`config.mk`:
```
export PLATFORM = sky130hd
export DESIGN_NAME = muldiv_iter
export DESIGN_NICKNAME = d
export VERILOG_FILES = /design/src/rtl/muldiv_iter.sv
export SDC_FILE = /design/constraint.sdc
export NUM_CORES = 1
export LEC_CHECK = 0
export ABC_CLOCK_PERIOD_IN_PS = 7200
export CAP_MARGIN = 20
export CORE_ASPECT_RATIO = 0.9
export CORE_MARGIN = 3
export CORE_UTILIZATION = 30
export DETAILED_ROUTE_END_ITERATION = 8
export PLACE_DENSITY = 0.52
export SYNTH_ARGS = -nofsm -noshare
export SYNTH_HDL_FRONTEND = slang
export SYNTH_SLANG_ARGS = --single-unit
```
`constraint.sdc`:
```
create_clock -name clk -period 7.2 [get_ports clk]
set_input_delay 1.44 -clock clk [delete_from_list [all_inputs] [get_ports clk]]
set_output_delay 1.44 -clock clk [all_outputs]
set_load 0.01 [all_outputs]
```
`src/rtl/muldiv_iter.sv`:
```
// muldiv_iter: iterative RV32M/RV64M multiply/divide unit behind a start/busy/done handshake.
// One quotient or product bit is produced per CALC cycle; FIX applies the sign and selects the half.
module muldiv_iter #(
   parameter int XLEN = 32
) (
   input  logic            clk,
   input  logic            rst,
   input  logic            start,
   input  logic            flush,
   input  logic [2:0]      funct3,
   input  logic [XLEN-1:0] op_a,
   input  logic [XLEN-1:0] op_b,
   output logic            busy,
   output logic            done,
   output logic [XLEN-1:0] result
);

   typedef enum logic [1:0] {IDLE, CALC, FIX} state_t;

   localparam logic [2:0] F_MUL    = 3'b000;
   localparam logic [2:0] F_MULH   = 3'b001;
   localparam logic [2:0] F_MULHSU = 3'b010;
   localparam logic [2:0] F_DIV    = 3'b100;
   localparam logic [2:0] F_REM    = 3'b110;

   localparam int              CW        = $clog2(XLEN);
   localparam logic [CW-1:0]   LAST_ITER = CW'(XLEN - 1);
   localparam logic [XLEN-1:0] MOST_NEG  = {1'b1, {(XLEN-1){1'b0}}};

   state_t          state, state_d;
   logic [CW-1:0]   cnt, cnt_d;
   logic [2:0]      op, op_d;
   logic            neg, neg_d;
   logic [XLEN-1:0] mcand, mcand_d;   // multiplicand, or divisor magnitude
   logic [XLEN-1:0] acc, acc_d;       // product high half, or partial remainder
   logic [XLEN-1:0] lo, lo_d;         // multiplier / product low half, or dividend / quotient
   logic [XLEN-1:0] result_d;
   logic            done_d;

   // Operand decode at acceptance: signedness, magnitudes and the single-cycle special cases.
   logic            signed_a, signed_b, sign_a, sign_b;
   logic            div_zero, div_ovf;
   logic [XLEN-1:0] mag_a, mag_b;

   always_comb begin
      signed_a = (funct3 == F_MULH) || (funct3 == F_MULHSU) ||
                 (funct3 == F_DIV)  || (funct3 == F_REM);
      signed_b = (funct3 == F_MULH) || (funct3 == F_DIV) || (funct3 == F_REM);
      sign_a   = signed_a && op_a[XLEN-1];
      sign_b   = signed_b && op_b[XLEN-1];
      mag_a    = sign_a ? -op_a : op_a;
      mag_b    = sign_b ? -op_b : op_b;
      div_zero = funct3[2] && (op_b == '0);
      div_ovf  = ((funct3 == F_DIV) || (funct3 == F_REM)) &&
                 (op_a == MOST_NEG) && (op_b == '1);
   end

   // Per-iteration datapath plus the final sign correction.
   logic [XLEN-1:0]   addend;
   logic [XLEN:0]     mul_sum, rem_sh, diff;
   logic [2*XLEN-1:0] prod, prod_fix;
   logic [XLEN-1:0]   div_val, div_fix;

   always_comb begin
      addend   = lo[0] ? mcand : '0;
      mul_sum  = {1'b0, acc} + {1'b0, addend};
      // Partial remainder stays below the divisor, so bit XLEN of diff is a clean borrow flag.
      rem_sh   = {acc, lo[XLEN-1]};
      diff     = rem_sh - {1'b0, mcand};
      prod     = {acc, lo};
      prod_fix = neg ? -prod : prod;
      div_val  = op[1] ? acc : lo;
      div_fix  = neg ? -div_val : div_val;
   end

   // NOTE: every signal written below gets a default first, so no path can infer a latch.
   always_comb begin
      state_d  = state;
      cnt_d    = cnt;
      op_d     = op;
      neg_d    = neg;
      mcand_d  = mcand;
      acc_d    = acc;
      lo_d     = lo;
      result_d = result;
      done_d   = 1'b0;

      if (flush) begin
         state_d = IDLE;
      end else begin
         unique case (state)
            IDLE: begin
               if (start) begin
                  op_d = funct3;
                  if (div_zero) begin
                     result_d = funct3[1] ? op_a : '1;
                     done_d   = 1'b1;
                  end else if (div_ovf) begin
                     result_d = funct3[1] ? '0 : op_a;
                     done_d   = 1'b1;
                  end else begin
                     state_d = CALC;
                     cnt_d   = '0;
                     neg_d   = (funct3[2] && funct3[1]) ? sign_a : (sign_a ^ sign_b);
                     mcand_d = funct3[2] ? mag_b : mag_a;
                     acc_d   = '0;
                     lo_d    = funct3[2] ? mag_a : mag_b;
                  end
               end
            end
            CALC: begin
               if (op[2]) begin
                  if (!diff[XLEN]) begin
                     acc_d = diff[XLEN-1:0];
                     lo_d  = {lo[XLEN-2:0], 1'b1};
                  end else begin
                     acc_d = rem_sh[XLEN-1:0];
                     lo_d  = {lo[XLEN-2:0], 1'b0};
                  end
               end else begin
                  acc_d = mul_sum[XLEN:1];
                  lo_d  = {mul_sum[0], lo[XLEN-1:1]};
               end
               cnt_d = cnt + 1'b1;
               if (cnt == LAST_ITER) state_d = FIX;
            end
            FIX: begin
               state_d = IDLE;
               done_d  = 1'b1;
               if (op[2])             result_d = div_fix;
               else if (op == F_MUL)  result_d = prod_fix[XLEN-1:0];
               else                   result_d = prod_fix[2*XLEN-1:XLEN];
            end
            default: state_d = IDLE;
         endcase
      end
   end

   // NOTE: sequential state uses non-blocking assignments so all registers update from pre-edge values.
   always_ff @(posedge clk or posedge rst) begin
      if (rst) begin
         state  <= IDLE;
         cnt    <= '0;
         op     <= '0;
         neg    <= 1'b0;
         mcand  <= '0;
         acc    <= '0;
         lo     <= '0;
         result <= '0;
         done   <= 1'b0;
      end else begin
         state  <= state_d;
         cnt    <= cnt_d;
         op     <= op_d;
         neg    <= neg_d;
         mcand  <= mcand_d;
         acc    <= acc_d;
         lo     <= lo_d;
         result <= result_d;
         done   <= done_d;
      end
   end

   assign busy = (state != IDLE);

endmodule

```
==> metrics.md <==
| Metric | Value |
|---|---|
| FMAX | between 150 and 200 MHz |
| CP Launch Point | op_b[4] |
| Synthesis-to-layout area growth | 13.1% |
| Met2 Usage GRT | 0.326 |
| Setup TNS | 0 ps |
| Setup slack after layout | ~1800 ps |
| Yosys top cell by area | dfrtp_1 |
| Post-cts sizing count | 0 |
| CTS tree | done |
| CTS buffer count | 17 |
| Iter 0 DRT Violations | ~1.6k |
| EDFF count, synth | 0 |
| Core area | just over 50000 µm² |
| DRC viols | 0 |
| Crit path depth | 15 |
| Flop pwr share | 0.244 |
| Yosys warnings | 0 |
| Worst Skew | 11.9 ps |
| Hold Vio Cnt, Final | 0 |
| Register-to-register setup slack | between 2000 and 2500 ps |
| Seq cells post-synth | 140 |
| HPWL Detailed | about 50 mm |
| Tightest Hold Check Type | reg -> reg |
| Routability Congestion | between 0.9 and 1 |
| Critical Path End | result[28]$_DFFE_PP0P_ |
| CP arrival | between 5000 and 6000 ps |
| Outcome | finished, final reports clean |
| Synthesized instance count | around 2.1k |
| Logic gate share of total power | 0.604 |
| Reg2reg path depth | 14 |
| Met3 usage | 0.0547 |
| Area share of the largest cell type after synthesis | 0.222 |
| Power per standard cell area | 350 nW/µm² |
| Initial antenna violation count | 5 |
| Wire per inst | 22.4 µm |
| Seq/Total Area, Yosys | 0.222 |
| Final nets | 2271 |
| Req. time, crit path | 7510 ps |
| Worst-Margin Slew | between 1000 and 1500 ps |
| Library cells used by synthesis | 76 |
| Layout cells sized above 1 | 0.0556 |
| Worst Path Buf+Inv | 6 |
| Setup slack at placement | 1450 ps |
| Clock tree buffer depth | 2 |
| Post-route ant nets | 0 |
| RSZ-0062 raised after global routing | no |
| Die Width | 248 µm |
| Number of I/O pins | ~110 |
| Synth async-reset ratio | 1.00 |
| Syn nets | roughly 2.3k |
| CTS Root Cell | clkbuf_16 |
| Slew Limit Fails | 0 |
| Crit-path slowest cell | nor4_1 |
| Clock Sinks | 140 |
| Die area | 55300 µm² |
| Most utilized layer in the global route result | met1 |
| Crit path cell chain | clkdlybuf4s50_1 > nor4_1 > nand3_1 > nor4_4 > buf_4 > a41oi_1 > buf_4 > inv_2 > a21oi_1 > or3_1 > buf_4 > inv_2 > nand3_1 > o221ai_1 > a21oi_1 |
| Global-route wire length before repair | between 90 and 100 mm |
| CP Launch Type | primary input |
| First-pass DRT Iterations | 6 |
| P_sw | roughly 0.0032 W |
| Internal Power | around 0.0030 W |
| Die height | about 220 µm |
| Nature of the critical path endpoint | flop |
| Worst-skew pair later-pin latency | roughly 450 ps |
| Via count | 16.1k |
| Starting Density | 0.304 |
| Row cnt | 79 |
| Syn avg cell area | 7.33 µm² |
| MaxCap Viol Count | 0 |
| Grt total ovfl | 0 |
| Net Sw Frac | 0.516 |
| Worst vdd ir | roughly 0.19 mV |
| CTS Hold Bufs | 0 |
| GR Util All Layers | 0.226 |
| CTS HTree Levels | 4 |
| Hold slack | 483 ps |
| Synth top area cells | dfrtp_1, o21ai_0, a21oi_1 |
| Leakage | 7.13 nW |
| Top_reg_cell synth | dfrtp_1 |
| Most common cell on crit path | buf_4 |
| Fillers | roughly 5.5k |
| Largest net degree at the start of global routing | 97 |
| Worst slew margin | 0.202 |
| Post-DR vias/cell | 5.70 |
| Clk pin slew, worst setup/hold paths | ~70 ps |
| Crit Reg-Reg Startpoint | lo[0]$_DFFE_PP0P_ |
| Number of global-route vias before repair | roughly 15k |
| Delay-heaviest family, CP | simple AND/OR/NAND/NOR gates |
| Power share of the clock group | 0.152 |
| Final worst-path cycle share | 0.743 |
| Final setup fails | 0 |
| Max incr delay on CP | between 700 and 800 ps |
| Port bufs | 104 |
| Met1 Track Usage GR | 0.328 |
| R2R Path End | acc[30]$_DFFE_PP0P_ |
| Worst Path Class, Setup | in -> reg |
| Post-Syn Area | around 16000 µm² |
| Tmin final | approximately 5400 ps |
| Routed WL | 63.4 mm |
| CP max FO | 50 |
| Setup Fix Bufs, Post-CTS | 0 |
stage by stage:
step                      cells  power (W)   util  instance area (µm²)
after floorplan            2148    0.00414      -                15700
after global placement     2796    0.00519  0.332                17200
after detailed placement   2796    0.00521  0.332                17200
after CTS                  2828    0.00617  0.344                17800
after global routing       2828    0.00669  0.344                17800
final                      2829    0.00623  0.344                17800
Yosys cell counts, types with 10 or more instances:
library cell	n
ha_1	71
inv_1	67
mux2i_1	93
a22oi_1	22
nor2_1	230
xor2_1	96
or4_1	18
nor4_1	17
mux2_2	18
o21ai_0	221
nand2b_1	21
or2_2	19
nor3_1	48
a21oi_1	206
o31ai_1	39
xnor2_1	107
o211ai_1	10
clkbuf_1	137
nand3_1	30
a22o_1	10
buf_2	12
maj3_1	17
nand2_1	209
nor2b_1	11
o21a_1	11
dfrtp_1	140
a31oi_1	16
nand4_1	23
a211oi_1	20
buf_1	15
o41ai_1	23
or3_1	30
a21o_1	21
cell type report:
| class | instances | area [µm²] | share of cell area |
|---|---|---|---|
| well taps | 688 | 861 | 0.0483 |
| inverters | 70 | 268 | 0.0150 |
| clock buffers | 17 | 425 | 0.0239 |
| clock inverters | 15 | 175 | 0.00983 |
| flip-flops and latches | 140 | 3510 | 0.197 |
| repair buffers | 127 | 1210 | 0.0679 |
| multi-input cells | 1771 | 11400 | 0.638 |
| diodes | 1 | 2.50 | 0.000140 |
worst reg2reg max path: stages, from the launching register on:
cell and delay [ps]:
dfrtp_1 490, inv_1 120, buf_4 360, nor2_1 110
ha_1 370, o211ai_1 110, o21ai_0 400, o21a_1 260
o21ai_0 270, o311a_1 490, o41ai_1 740, a31oi_1 270
o21ai_0 270, mux2i_1 110, a221o_1 260
routing by layer:
layer / up-vias / wire, µm / part of all wire
li1: 7662 / - / -
met1: 7756 / 29300 / 0.46
met2: 611 / 26700 / 0.42
met3: 95 / 5460 / 0.086
met4: 8 / 1960 / 0.031
met5: - / 54 / 0.00085
sequential cells by signal (all words and copies together) (netlist names):
| signal | count |
|---|---|
| acc | 32 |
| lo | 32 |
| mcand | 32 |
| result | 32 |
| cnt | 5 |
| op | 3 |
| state | 2 |
| done | 1 |
| neg | 1 |
how the worst min path moves through the flow:
stage          cells after the start             startpoint  slack, ps                    end
6_report                           2   mcand[8]$_DFFE_PP0P_        480   mcand[8]$_DFFE_PP0P_
5_1_grt                            2  result[2]$_DFFE_PP0P_        510  result[2]$_DFFE_PP0P_
4_1_cts                            2  result[4]$_DFFE_PP0P_        490  result[4]$_DFFE_PP0P_
3_5_place_dp                       2  mcand[22]$_DFFE_PP0P_        480  mcand[22]$_DFFE_PP0P_
3_3_place_gp                       2  mcand[23]$_DFFE_PP0P_        470  mcand[23]$_DFFE_PP0P_
2_1_floorplan                      2  mcand[10]$_DFFE_PP0P_        450  mcand[10]$_DFFE_PP0P_
cells in the final DEF, fill, tap and decap left out, types with 16 or more instances in the layout:
master / netlist / final
o21ai_0: 221 / 221
a21o_1: 21 / 21
clkdlybuf4s50_1: 0 / 103
clkbuf_16: 0 / 17
nand2_1: 209 / 208
dfrtp_1: 140 / 137
nand4_1: 23 / 23
a22oi_1: 22 / 22
nor2_1: 230 / 230
nand2b_1: 21 / 20
buf_4: 0 / 23
xnor2_1: 107 / 107
a31oi_1: 16 / 16
ha_1: 71 / 71
or2_2: 19 / 19
mux2_2: 18 / 18
nor3_1: 48 / 48
or4_1: 18 / 18
or3_1: 30 / 29
nor4_1: 17 / 17
maj3_1: 17 / 17
o41ai_1: 23 / 23
a21oi_1: 206 / 206
mux2i_1: 93 / 93
xor2_1: 96 / 95
nand3_1: 30 / 30
a211oi_1: 20 / 20
inv_1: 67 / 66
o31ai_1: 39 / 39
power by group through the flow:
stage / logic, W / clock network (W) / registers (W)
detailed placement: 0.00369 / 0 / 0.00152
global route: 0.00416 / 0.000985 / 0.00155
floorplan: 0.00302 / 0 / 0.00112
CTS: 0.00371 / 0.000955 / 0.00151
global placement: 0.00368 / 0 / 0.00152
finish: 0.00376 / 0.000944 / 0.00152
cells by family after synthesis:
family | count (synthesis) | share of synthesized area
XOR/XNOR | 203 | 0.113
AND/OR/NAND/NOR | 695 | 0.207
adder cells (fa/ha/maj) | 90 | 0.0698
multiplexers | 111 | 0.0720
AO/OA/AOI/OAI | 672 | 0.257
flip-flops | 140 | 0.222
buffers and inverters | 237 | 0.0586
Note: power is estimated with default switching activity, not from simulation.
